### config.mk
export PLATFORM = sky130hd
export DESIGN_NAME = muldiv_unit
export DESIGN_NICKNAME = d
export VERILOG_FILES = /design/src/rtl/riscv_pkg.sv /design/src/rtl/muldiv_sign_fix.sv /design/src/rtl/muldiv_unit.sv
export SDC_FILE = /design/constraint.sdc
export NUM_CORES = 1
export LEC_CHECK = 0
export CORE_ASPECT_RATIO = 0.7
export CORE_MARGIN = 2
export CORE_UTILIZATION = 40
export CTS_CLUSTER_DIAMETER = 80
export DETAILED_ROUTE_END_ITERATION = 6
export PLACE_DENSITY = 0.61
export SLEW_MARGIN = 20
export SYNTH_ARGS = -nofsm -noshare
export SYNTH_HDL_FRONTEND = slang
export SYNTH_SLANG_ARGS = --single-unit
export TNS_END_PERCENT = 100
### constraint.sdc
create_clock -name clk -period 6.1 [get_ports clk]
set_clock_uncertainty 0.05 [all_clocks]
set_input_delay 0.915 -clock clk [delete_from_list [all_inputs] [get_ports clk]]
set_output_delay 0.915 -clock clk [all_outputs]
set_load 0.02 [all_outputs]
### src/rtl/riscv_pkg.sv
// Shared RV32 definitions: datapath width, M-extension op codes, the
// multiply/divide FSM states and the writeback result-select encoding.
package riscv_pkg;

    localparam int XLEN = 32;

    // RV32M funct3 codes as presented on the op input.
    typedef enum logic [2:0] {
        MD_MUL    = 3'b000,
        MD_MULH   = 3'b001,
        MD_MULHSU = 3'b010,
        MD_MULHU  = 3'b011,
        MD_DIV    = 3'b100,
        MD_DIVU   = 3'b101,
        MD_REM    = 3'b110,
        MD_REMU   = 3'b111
    } muldiv_op_e;

    typedef enum logic [1:0] {
        IDLE     = 2'b00,
        MUL_ITER = 2'b01,
        DIV_ITER = 2'b10,
        FINISH   = 2'b11
    } muldiv_state_e;

    // Writeback result-select codes; the multiply/divide unit is WB_MULDIV.
    typedef enum logic [1:0] {
        WB_ALU    = 2'b00,
        WB_LOAD   = 2'b01,
        WB_MULDIV = 2'b10
    } wb_sel_e;

    // Two's complement negate when neg is set, pass-through otherwise.
    function automatic logic [XLEN-1:0] cond_neg(input logic [XLEN-1:0] v, input logic neg);
        return neg ? -v : v;
    endfunction

endpackage

### src/rtl/muldiv_sign_fix.sv
// Final result select for the multiply/divide unit. The iteration works on
// operand magnitudes; this block restores the sign and picks the field
// (product low/high word, quotient or remainder) that the op asks for.
module muldiv_sign_fix
    import riscv_pkg::*;
(
    input  logic [2:0]        op,
    input  logic [2*XLEN-1:0] raw,      // {product} or {remainder, quotient}
    input  logic              neg_res,  // negate product / quotient
    input  logic              neg_rem,  // negate remainder
    output logic [XLEN-1:0]   result
);

    logic [2*XLEN-1:0] prod_fix;
    logic [XLEN-1:0]   quo_fix;
    logic [XLEN-1:0]   rem_fix;

    // Negate the magnitude results and choose the field for this op.
    always_comb begin
        prod_fix = neg_res ? -raw : raw;
        quo_fix  = cond_neg(raw[XLEN-1:0], neg_res);
        rem_fix  = cond_neg(raw[2*XLEN-1:XLEN], neg_rem);
        case (muldiv_op_e'(op))
            MD_MUL:                        result = prod_fix[XLEN-1:0];
            MD_MULH, MD_MULHSU, MD_MULHU:  result = prod_fix[2*XLEN-1:XLEN];
            MD_DIV, MD_DIVU:               result = quo_fix;
            default:                       result = rem_fix;
        endcase
    end

endmodule

### src/rtl/muldiv_unit.sv
// Iterative RV32M multiply/divide unit. One bit per cycle: shift-add for
// multiplies, restoring division for divides, both on operand magnitudes
// with the sign applied when the result is registered.
//
// Handshake: start is sampled only in IDLE (and only when flush is low);
// the accepting edge latches op/a/b. busy stays high through the XLEN
// iterate cycles and drops on the done cycle. done is a one-cycle pulse and
// result is valid on it and held until the next accepted start. Requests
// made while busy or on the done cycle are dropped, not queued. Divide
// special cases skip iteration and pulse done the cycle after accept.
module muldiv_unit
    import riscv_pkg::*;
(
    input  logic            clk,
    input  logic            rst_n,
    input  logic            start,
    input  logic [2:0]      op,
    input  logic [XLEN-1:0] a,
    input  logic [XLEN-1:0] b,
    input  logic            flush,
    output logic            busy,
    output logic            done,
    output logic [XLEN-1:0] result
);

    localparam int CNT_W = $clog2(XLEN + 1);

    muldiv_state_e     state;
    logic [2:0]        op_q;
    logic [XLEN-1:0]   opnd_q;     // multiplicand or divisor magnitude
    logic [2*XLEN-1:0] acc_q;      // {hi, multiplier} or {remainder, dividend/quotient}
    logic [CNT_W-1:0]  cnt_q;
    logic              neg_res_q;
    logic              neg_rem_q;

    logic              is_div;
    logic              a_signed;
    logic              b_signed;
    logic              sign_a;
    logic              sign_b;
    logic [XLEN-1:0]   mag_a;
    logic [XLEN-1:0]   mag_b;
    logic              div_by_zero;
    logic              div_ovf;
    logic              special;
    logic [2*XLEN-1:0] acc_load;

    // Decode the incoming request: signedness, magnitudes, special cases.
    always_comb begin
        is_div      = op[2];
        a_signed    = is_div ? ~op[0] : (op[1:0] != 2'b11);
        b_signed    = is_div ? ~op[0] : ~op[1];
        sign_a      = a_signed & a[XLEN-1];
        sign_b      = b_signed & b[XLEN-1];
        mag_a       = cond_neg(a, sign_a);
        mag_b       = cond_neg(b, sign_b);
        div_by_zero = is_div && (b == '0);
        div_ovf     = is_div && ~op[0] && (a == {1'b1, {(XLEN-1){1'b0}}}) && (b == '1);
        special     = div_by_zero | div_ovf;
        // Special cases preload {remainder, quotient} so the normal
        // finish path (with no negation) yields the architected value.
        if (div_by_zero) begin
            acc_load = {a, {XLEN{1'b1}}};
        end else if (div_ovf) begin
            acc_load = {{XLEN{1'b0}}, 1'b1, {(XLEN-1){1'b0}}};
        end else if (is_div) begin
            acc_load = {{XLEN{1'b0}}, mag_a};
        end else begin
            acc_load = {{XLEN{1'b0}}, mag_b};
        end
    end

    logic [XLEN:0]     mul_sum;
    logic [2*XLEN-1:0] mul_next;
    logic [XLEN:0]     div_shift;
    logic              div_ge;
    logic [XLEN-1:0]   div_rem;
    logic [2*XLEN-1:0] div_next;

    // One iteration step of each datapath.
    always_comb begin
        // Shift-add: add the multiplicand into the high half when the
        // current multiplier bit is set, then shift the whole register right.
        mul_sum  = {1'b0, acc_q[2*XLEN-1:XLEN]} + (acc_q[0] ? {1'b0, opnd_q} : '0);
        mul_next = {mul_sum, acc_q[XLEN-1:1]};
        // Restoring divide: trial subtract the divisor from the partial
        // remainder extended by the next dividend bit. The true difference
        // is always below the divisor, so the low XLEN bits are exact.
        div_shift = acc_q[2*XLEN-1:XLEN-1];
        div_ge    = div_shift >= {1'b0, opnd_q};
        div_rem   = div_ge ? (div_shift[XLEN-1:0] - opnd_q) : div_shift[XLEN-1:0];
        div_next  = {div_rem, acc_q[XLEN-2:0], div_ge};
    end

    logic [2*XLEN-1:0] acc_fin;
    logic [2:0]        fix_op;
    logic              fix_neg_res;
    logic              fix_neg_rem;
    logic [XLEN-1:0]   fin_result;

    // Value the accumulator takes on this edge; on the finishing edge it is
    // the raw result, so the signed result is registered together with done.
    always_comb begin
        fix_op      = op_q;
        fix_neg_res = neg_res_q;
        fix_neg_rem = neg_rem_q;
        case (state)
            IDLE: begin
                acc_fin     = acc_load;
                fix_op      = op;
                fix_neg_res = 1'b0;
                fix_neg_rem = 1'b0;
            end
            MUL_ITER: acc_fin = mul_next;
            DIV_ITER: acc_fin = div_next;
            default:  acc_fin = acc_q;
        endcase
    end

    muldiv_sign_fix u_sign_fix (
        .op      (fix_op),
        .raw     (acc_fin),
        .neg_res (fix_neg_res),
        .neg_rem (fix_neg_rem),
        .result  (fin_result)
    );

    // Control FSM, iteration counter and registered outputs.
    always_ff @(posedge clk or negedge rst_n) begin
        if (!rst_n) begin
            state     <= IDLE;
            op_q      <= '0;
            opnd_q    <= '0;
            acc_q     <= '0;
            cnt_q     <= '0;
            neg_res_q <= 1'b0;
            neg_rem_q <= 1'b0;
            busy      <= 1'b0;
            done      <= 1'b0;
            result    <= '0;
        end else begin
            case (state)
                IDLE: begin
                    done <= 1'b0;
                    if (start && !flush) begin
                        op_q      <= op;
                        opnd_q    <= is_div ? mag_b : mag_a;
                        acc_q     <= acc_fin;
                        cnt_q     <= CNT_W'(XLEN);
                        neg_res_q <= sign_a ^ sign_b;
                        neg_rem_q <= sign_a;
                        if (special) begin
                            state  <= FINISH;
                            result <= fin_result;
                            done   <= 1'b1;
                        end else begin
                            state <= is_div ? DIV_ITER : MUL_ITER;
                            busy  <= 1'b1;
                        end
                    end
                end
                MUL_ITER, DIV_ITER: begin
                    if (flush) begin
                        state <= IDLE;
                        busy  <= 1'b0;
                    end else begin
                        acc_q <= acc_fin;
                        cnt_q <= cnt_q - 1'b1;
                        if (cnt_q == CNT_W'(1)) begin
                            state  <= FINISH;
                            busy   <= 1'b0;
                            done   <= 1'b1;
                            result <= fin_result;
                        end
                    end
                end
                FINISH: begin
                    state <= IDLE;
                    done  <= 1'b0;
                end
                default: begin
                    state <= IDLE;
                    busy  <= 1'b0;
                    done  <= 1'b0;
                end
            endcase
        end
    end

endmodule

After elaboration in Yosys (flattened, before gate mapping):

Index checks and enable logic that the tools add are counted.

* $add $sub $neg: 8
* multiply operators: 0
* divide/modulo/power cells: 0
* order comparisons: 1
* eq/ne operators: 18
* shifts and indexed selects: 0
* multiplexer cells: 45
* bitwise gates (word level): 6
* reduce and logical (&&, ||, !) cells: 19

Operators by type and width (count)
* 32-bit 2-to-1 mux: 13
* 64-bit 2-to-1 mux: 4
* 64-bit case mux with 3 select lines: 1
* 32-bit negation: 4
* 64-bit case mux with 2 select lines: 1
* 32-bit case mux with 3 select lines: 1
* 32-bit equality test, second input constant: 2
* 64-bit negation: 1
* 32-bit case mux with 2 select lines: 1
* 32-bit by 32-bit adder with 33-bit output: 1
* 33-bit by 32-bit greater-or-equal comparator with 1-bit output: 1
* 32-bit zero test: 1
* 32-bit subtractor: 1
* 1-bit 2-to-1 mux: 12
* 6-bit 2-to-1 mux: 2
* 2-bit != test, second input constant: 6
* 6-bit case mux with 2 select lines: 1
* 2-bit 2-to-1 mux: 5
* 3-bit by 2-bit equality test with 1-bit output, second input constant: 2
* 3-bit equality test, second input constant: 2
* 6-bit by 1-bit equality test with 1-bit output, second input constant: 1
* 2-bit case mux with 3 select lines: 1
* 2-bit AND reduction: 3
* 6-bit by 1-bit subtractor with 6-bit output, second input constant: 1
* other kinds (21): 29

* register bits after elaboration: 143
* latch bits: 0
* bits in writable memories: 0
* memory bits (read-only): 0
* output and inout bits: 34
* word-level logic and storage cells: 107
* memories kept: 0

Longest topological paths before layout:

Gate-level depths: netlist of run 1.

* depth after elaboration: 14
* depth in mapped cells: 21
* mapped depth without buffers: 17

By module:

From an unflattened synthesis of run 1, not the netlist that was laid out.

* cell total of the unflattened synthesis: 2237
* area total of the unflattened synthesis: 16779.8 um^2

By module, submodules not included
* muldiv_unit: instances 1, cells an instance 1757, area an instance 13690.6 um^2, sequential area each 3578.4 um^2
* muldiv_sign_fix: instances 1, cells an instance 480, area an instance 3089.2 um^2, sequential area each 0.0 um^2

Least setup slack after synthesis of run 1:

No wires, ideal clock.

* kind: register to register
* from: register acc_q[0]
* to: register result[27]
* library setup time: 0.126 ns
* arrival: 4.752 ns
* data required time: 5.924 ns
* slack: 1.172 ns
* cell stages (with the launch flop): 20
* buffers on the path: 2
* clock period less this slack: 4.928 ns
* path through: dfrtp_1 -> clkbuf_1 -> and2_1 -> ha_1 -> inv_1 -> fa_1 -> and2b_1 -> o2111ai_1 -> a211oi_2 -> a31o_2 -> mux2i_1 -> a221o_1 -> o32ai_2 -> or4b_1 -> buf_2 -> nor2_2 -> nand4_1 -> o311ai_1 -> o211ai_1 -> o32a_1

* cells in the longest elaborated chain, start to end: 9
* elaborated cells on any way between the ends: 15

RTL lines
* start: declaration: line muldiv_unit.sv:31 `logic [2*XLEN-1:0] acc_q;`
* start signal: assignment: line muldiv_unit.sv:148 `acc_q <= acc_fin;`
* start signal: assignment: line muldiv_unit.sv:167 `acc_q <= acc_fin;`
* 32-bit 2-to-1 mux: line muldiv_unit.sv:84 `mul_sum = {1'b0, acc_q[2*XLEN-1:XLEN]} + (acc_q[0] ? {1'b0, opnd_q} : '0);`
* 32-bit by 32-bit adder with 33-bit output: line muldiv_unit.sv:84
* 64-bit case mux with 3 select lines *: line muldiv_unit.sv:107 `case (state)`
* 64-bit negation / 32-bit negation (equally long branches): line muldiv_sign_fix.sv:20, riscv_pkg.sv:35
* 64-bit 2-to-1 mux / 32-bit 2-to-1 mux (equally long branches): line muldiv_sign_fix.sv:20, riscv_pkg.sv:35
* 32-bit case mux with 3 select lines *: line muldiv_sign_fix.sv:23 `case (muldiv_op_e'(op))`
* 32-bit 2-to-1 mux, on equally long branches: line muldiv_unit.sv:169, muldiv_unit.sv:152
* 32-bit 2-to-1 mux, on equally long branches: line muldiv_unit.sv:163, muldiv_unit.sv:145
* 32-bit case mux with 2 select lines *: line muldiv_unit.sv:142 `case (state)`
* end signal: assignment: line muldiv_unit.sv:154 `result <= fin_result;`
* end signal: assignment: line muldiv_unit.sv:173 `result <= fin_result;`
* end: declaration: line muldiv_unit.sv:23 `output logic [XLEN-1:0] result`

Mark *: on every way between the ends. The rest lies on a longest branch, timed or not. The select of a mux whose other input is x is not followed.
A chain may end at the register's enable or synchronous reset.

Worst setup path in the final report of run 1:

* from: register acc_q[59]
* to: register result[28]

* cells in the longest elaborated chain, start to end: 9
* elaborated cells on any way between the ends: 17

RTL lines
* 32-bit subtractor / 33-bit by 32-bit greater-or-equal comparator with 1-bit output (equally long branches): line muldiv_unit.sv:91, muldiv_unit.sv:90
* 32-bit 2-to-1 mux: line muldiv_unit.sv:91 `div_rem = div_ge ? (div_shift[XLEN-1:0] - opnd_q) : div_shift[XLEN-1:0];`
* 64-bit case mux with 3 select lines *: line muldiv_unit.sv:107
* 64-bit negation / 32-bit negation (equally long branches): line muldiv_sign_fix.sv:20, riscv_pkg.sv:35
* 64-bit 2-to-1 mux / 32-bit 2-to-1 mux (equally long branches): line muldiv_sign_fix.sv:20, riscv_pkg.sv:35
* 32-bit case mux with 3 select lines *: line muldiv_sign_fix.sv:23
* 32-bit 2-to-1 mux, on equally long branches: line muldiv_unit.sv:169, muldiv_unit.sv:152
* 32-bit 2-to-1 mux, on equally long branches: line muldiv_unit.sv:163, muldiv_unit.sv:145
* 32-bit case mux with 2 select lines *: line muldiv_unit.sv:142

Marked as above.

==> results.toml, run 1 <==
[outcome]
status = "finished with violations"
violations = "DRC"

[clocking]
cts_setup_buffers = 0
worstSkewPairLatency_ns = 0.47
cts_tree = "yes"
root_buffer = "clkbuf_16"
clk_pin_slew_worst_paths_ns = 0.08
numCtsBuffers = 17
cts_max_path_buffers = 2
post_cts_resized = 0
htreeDepth = 4
hold_buffers = 0
clkSinkCount = 143

[worst_hold_path]
min_from = "result[15]"
hold_depth = 2
worst_hold_path_type = "flop to flop"
whs_endpoint = "result[15]"

[cells_and_area]
fin_cells = 3363
fin_nets = 2886
drive_above_1_share_pct = 13.1
utilization_pct = 47.9
area_growth_pct = 18.3

[logic_synthesis]
synth-seq-cells = 143
synthMostInstantiatedCell = "nand2_1"
avgSynthCellArea_sq_um = 7.28
synth_edf_count = 0
synthArstFlopShare_pct = 100
postSynthNetCount = 2729
synth_ff_type = "dfrtp_1"
netlist_area_sq_mm = 0.0188
synth_common_cells = "nand2_1 (342), nor2_1 (211), o21ai_0 (190)"
postSynthCellCount = 2580
synth_top_area_share_pct = 19.1
synth_top_area_cell = "dfrtp_1"
yosysWarnings = 0
yosysSeqAreaShare_pct = 19.1
synth_cell_types = 111
synthTopCellsByArea = "dfrtp_1 (19%), nand2_1 (6.8%), ha_1 (5.1%), o21ai_0 (5.1%), a21oi_1 (4.8%)"

[grt]
track_usage_pct = 40.3
grt_util_met1_pct = 61.6
grt_max_degree = 91
gr-total-overflow = 0
grt-busiest-layer = "met1"
antenna_found_initial = 1
use_met3_pct = 11.9
grt_pass1_wl_microns = 144000
grt_pass1_vias = 20400
met2_usage_pct = 53.8

[placement]
routabilityCongestion = 1.07
port_buffers = 104
dp_hpwl_microns = 80100
placed_cells = 3330

[setup_path]
crit_path_end_kind = "flop"
ff2ff_path_depth = 17
worstReg2RegStart = "acc_q[59]"
worst_setup_path_start_kind = "flop"
regToRegSetupSlack_ns = 0.33
r2r_end = "result[28]"
cp_max_fo = 10
crit_arrival_ns = 6.09
criticalPathCategory = "flop to flop"
crit_required_ns = 6.41

[timing]
relSlewSlack_pct = 26.2
fmax_mhz = 173
slew_violations = 0
tns_ns = 0
worst_pin_slew_ns = 1.10
rsz0062_at_grt = "no"
fin_crit_ns = 5.77
finalSetupViolations = 0
hold_viol = 0
period_share_pct = 94.7

[floorplanning]
die_h_microns = 185
die-area_sq_mm = 0.0487
num_rows = 66
fp.dieW_microns = 263
coreArea_sq_mm = 0.0464
initial_core_util_pct = 40.5
pin_count = 105

[flow_run]
maxCapViolCount = 0

[power_and_ir_drop]
leakagePower_nw = 8.95
powerDensity_mw_per_mm2 = 694
irDropWorstVdd_uv = 487

[routing]
wirelength_microns = 100000
viasPerCell = 6.73
first_pass_iters = 7
vias = 22600
first_iter_violations = 4016
ant_nets = 0
drc = 1
wire_per_inst_microns = 29.8
[worst max-delay path by stage]
stage / startpoint / to / slack (ns) / cells past startpoint
CTS: opnd_q[0] / result[27] / 0.54 / 17
global route: opnd_q[27] / result[31] / 0.15 / 15
global placement: b[25] / result[30] / 0.40 / 16
finish: acc_q[59] / result[28] / 0.33 / 17
detailed placement: b[0] / result[27] / 0.34 / 17
floorplan: acc_q[0] / result[27] / 1.17 / 19
[routing by layer]
metal / share of wire (%) / wire length (microns)
met1: 47 / 46900
met3: 13 / 13300
met4: 2.5 / 2470
met5: 0 / 0
met2: 38 / 37600
[cell usage in the layout, fill, tap and decap left out, drive strengths merged, types with 49 or more instances in the layout]
cell / Yosys / routed
ha: 76 / 76
xor2: 71 / 71
inv: 82 / 87
nor2: 212 / 212
a21oi: 184 / 184
o21ai: 218 / 218
nor3: 57 / 57
nand2: 343 / 343
buf: 51 / 223
clkdlybuf4s50: 0 / 102
nor4: 49 / 49
dfrtp: 143 / 143
and2: 52 / 52
nand4: 59 / 59
nand3: 66 / 66
xnor2: 102 / 102
[through the flow]
stage | power (mW) | hold slack (ns) | cell area [sq um] | setup WS (ns)
after CTS | 14.9 | 0.456 | 22200 | 0.538
after floorplan | 8.93 | 0.413 | 18800 | 1.17
after detailed placement | 13.6 | 0.427 | 21500 | 0.339
after global placement | 13.5 | 0.427 | 21500 | 0.403
final | 15.4 | 0.453 | 22200 | 0.325
after global routing | 16.1 | 0.475 | 22200 | 0.151
[worst max-delay path, cell delays in order, from the launching register on]
cell and delay (ns):
dfrtp_1 0.47, ha_1 0.38, a21oi_1 0.37, o21ai_0 0.34
a41oi_1 0.53, o21ai_2 0.19, a211o_1 0.45, buf_4 0.25
nand3_1 0.10, a32o_1 0.39, ha_1 0.32, and4_1 0.34
nand4_1 0.14, buf_4 0.21, or2_2 0.33, o311ai_0 0.38
a21oi_1 0.12, o31a_1 0.30
[layout make-up]
class,instances,area (sq um)
Fill cell,4702,24200
Inverter,83,312
Timing Repair Buffer,325,2730
Clock buffer,19,443
Multi-Input combinational cell,2167,14200
Sequential cell,143,3580
Antenna cell,1,2.50
Tap cell,612,766
Clock inverter,13,225
[flip-flops by register name (all words and copies together), names as in the netlist, 2 cells and up]
signal and flops:
acc_q 64, cnt_q 6, op_q 3, opnd_q 32, result 32, state 2
[power by group]
group	switching (mW)	total (mW)	internal (mW)
Combinational	7.97	12.2	4.23
Sequential	0.598	1.98	1.38
Clock	0.490	1.24	0.748
[cell families (layout without fill, tap and decap cells)]
group | after synthesis | count (layout) | synth area share (%)
XOR/XNOR | 173 | 173 | 8.07
multiplexers | 54 | 54 | 3.00
other | 0 | 1 | 0
AND/OR/NAND/NOR | 1012 | 1012 | 27.6
buffers and inverters | 270 | 440 | 5.89
flip-flops | 143 | 143 | 19.1
AO/OA/AOI/OAI | 850 | 850 | 31.1
adder cells (fa/ha/maj) | 78 | 78 | 5.28
Note: power is estimated with default switching activity, not from simulation.
==> run 2: changes to the inputs <==
PLACE_DENSITY = 0.62   (was 0.61)
SKIP_LAST_GASP = 1   (was default)
SYNTH_HIERARCHICAL = 1   (was default)
==> run 2 against run 1 <==
Compared with the run above:
- non-clock buffer count down 25
- the run now ends clean
- core utilization up 0.85 points
- highest routed layer is now met5
- die area down 10%
- sequential cell count unchanged
- critical path depth up 7
==> results.toml, run 2 <==
[timing]
fmax_mhz = 166
fin_crit_ns = 6.03
slew_violations = 0
period_share_pct = 98.8
rsz0062_at_grt = "yes"
relSlewSlack_pct = 26.5
worst_pin_slew_ns = 1.10
setup_slack_ns = 0.0716
hold_viol = 0
finalSetupViolations = 0

[clocking]
clkSinkCount = 143
hold_buffers = 0
cts_max_path_buffers = 2
numCtsBuffers = 17
clk_pin_slew_worst_paths_ns = 0.07
htreeDepth = 4
root_buffer = "clkbuf_16"
worstSkewPairLatency_ns = 0.47
cts_tree = "yes"

[worst_hold_path]
min_from = "neg_rem_q"
worst_hold_path_type = "flop to flop"

[routing]
wire_per_inst_microns = 26.1
first_pass_iters = 6
drc = 0
ant_nets = 0
viasPerCell = 6.46
wirelength_microns = 77200
vias = 19200
first_iter_violations = 2807

[floorplanning]
die-area_sq_mm = 0.0436
num_rows = 62
pin_count = 105
coreArea_sq_mm = 0.0412
initial_core_util_pct = 40.7
die_h_microns = 175
fp.dieW_microns = 249

[logic_synthesis]
synthArstFlopShare_pct = 100
synthMostInstantiatedCell = "a21oi_1"
postSynthCellCount = 2237
postSynthNetCount = 2386
synth_top_area_cell = "dfrtp_1"
yosysWarnings = 6
synth_ff_type = "dfrtp_1"
yosysSeqAreaShare_pct = 21.3
synthTopCellsByArea = "dfrtp_1 (21%), a21oi_1 (6.7%), ha_1 (5.7%), o21ai_0 (5.5%), xnor2_1 (4.8%)"
synth_edf_count = 0
netlist_area_sq_mm = 0.0168
avgSynthCellArea_sq_um = 7.50
synth_top_area_share_pct = 21.3
synth_cell_types = 96
synth_common_cells = "a21oi_1 (226), nand2_1 (196), nor2_1 (184), o21ai_0 (184), dfrtp_1 (143)"
synth-seq-cells = 143

[setup_path]
cp_max_fo = 5
critPathLaunch = "acc_q[0]"
crit_chain = "and2_1 > ha_1 > inv_1 > fa_1 > nor2b_1 > o31a_1 > buf_4 > a211oi_2 > o31ai_1 > buf_4 > a21oi_1 > xor2_1 > o21ai_0 > a31o_2 > mux2_2 > nor4_1 > buf_4 > nand4b_1 > nor4_1 > buf_4 > nand2_1 > or3_1 > a31o_1 > mux2_4"
critPathSlowestCell = "dfrtp_1"
crit_path_end_kind = "flop"
crit_path_frequent_cell = "buf_4"
crit_required_ns = 6.40
criticalPathCategory = "flop to flop"
cp_num_buf_inv = 5
worst_setup_path_start_kind = "flop"
slowest_delay_ns = 0.44
worstReg2RegStart = "acc_q[0]"
critPathTopFamily = "simple AND/OR/NAND/NOR gates"
crit_arrival_ns = 6.33

[grt]
grt-busiest-layer = "met1"
grt_max_degree = 91
track_usage_pct = 34.7
use_met3_pct = 13.4
grt_pass1_vias = 17500
grt_util_met1_pct = 51.6
grt_pass1_wl_microns = 114000
met2_usage_pct = 45.6
gr-total-overflow = 0
antenna_found_initial = 0

[cells_and_area]
top_regs = "acc_q: 64 flops, opnd_q: 32 flops, result: 32 flops"
drive_above_1_share_pct = 14.3
multi_input_area_sq_mm = 0.0123
largest_reg_flops = 64
mostFrequentLayoutCells = "a21oi_1 (224), nand2_1 (195), buf_4 (192), nor2_1 (183), o21ai_0 (182)"
final_common_cell = "a21oi_1"
fin_nets = 2556
layout.area.seq_sq_mm = 0.00358
area_growth_pct = 19.6
top_register = "acc_q"
n_fill_cell = 4030

[flow_run]
maxCapViolCount = 0

[outcome]
status = "complete, no violations"

[placement]
port_buffers = 104
dp_hpwl_microns = 60400
routabilityCongestion = 1.05
pre_cts_ws_ns = -0.0950
-- run 2: final timing paths --
| kind | depth (start not counted) | slack (ns) | to |
|---|---|---|---|
| setup / recovery | 24 | 0.07 | result[27] |
| hold / removal | 2 | 0.44 | neg_rem_q |
| setup reg to reg | 24 | 0.07 | result[27] |
| hold reg to reg | 2 | 0.44 | neg_rem_q |
| max in group asynchronous | 2 | 4.18 | acc_q[44] |
| min in group asynchronous | 1 | 0.46 | acc_q[49] |
-- run 2: cells by family (layout without fill, tap and decap cells) --
family                     Yosys count  count (layout)  synth area share [%]
DFF                                143             143                  21.3
muxes                               72              72                  5.35
adders and majority gates           78              78                  5.91
buffers and inverters              250             433                  5.98
and+or+nand+nor                    748             748                  23.1
AOI/OAI and AO/OA                  798             798                  30.6
xor gates and xnor gates           148             148                  7.72
other                                0               1                     0
-- run 2: metal layers --
layer | share of wire [%] | vias to the layer above | routed length, microns
met1 | 46 | 9183 | 35300
met3 | 15 | 121 | 11300
li1 | - | 8667 | -
met4 | 2.2 | 2 | 1720
met5 | 0.12 | - | 96
met2 | 37 | 1186 | 28900
-- run 2: final cells by class --
| class | instances | share of cell area (%) |
|---|---|---|
| repair buffers | 300 | 12.7 |
| diodes | 1 | 0.0125 |
| clock inverters | 15 | 0.835 |
| clock buffers | 17 | 2.12 |
| well taps | 544 | 3.39 |
| inverters | 101 | 1.89 |
| multi-input cells | 1844 | 61.2 |
| flip-flops and latches | 143 | 17.8 |
-- run 2: worst reg2reg max path, delay by kind of cell, from the launching register on --
family	cells	cell delay, ns
compound gates	7	1.55
xor+xnor	1	0.13
fa+ha+maj	2	0.57
buf+inv	5	0.89
flops	1	0.44
mux	2	0.62
simple gates	7	1.68
-- run 2: timing repair --
action	in CTS	in global routing
cloned	0	0
resized for setup	1	8
pin swaps	0	1
endpoints found under the setup margin	1	13
setup buffers	0	2
-- run 2: metrics by stage --
| stage | cells | area, sq um | utilization (%) | TNS, ns | hold WS [ns] |
|---|---|---|---|---|---|
| 3_5_place_dp | 2930 | 19400 | 47.1 | -0.417 | 0.427 |
| 3_3_place_gp | 2930 | 19400 | 47.1 | -0.213 | 0.416 |
| 6_report | 2965 | 20100 | 48.7 | 0 | 0.439 |
| 5_1_grt | 2964 | 20100 | 48.7 | -0.169 | 0.475 |
| 2_1_floorplan | 2237 | 16800 | - | 0 | 0.392 |
| 4_1_cts | 2962 | 20000 | 48.6 | 0 | 0.444 |
Power of run 2 is left out: the tool's default activity adds up to more than one toggle a clock period on the data nets, which glitch-free logic cannot reach.
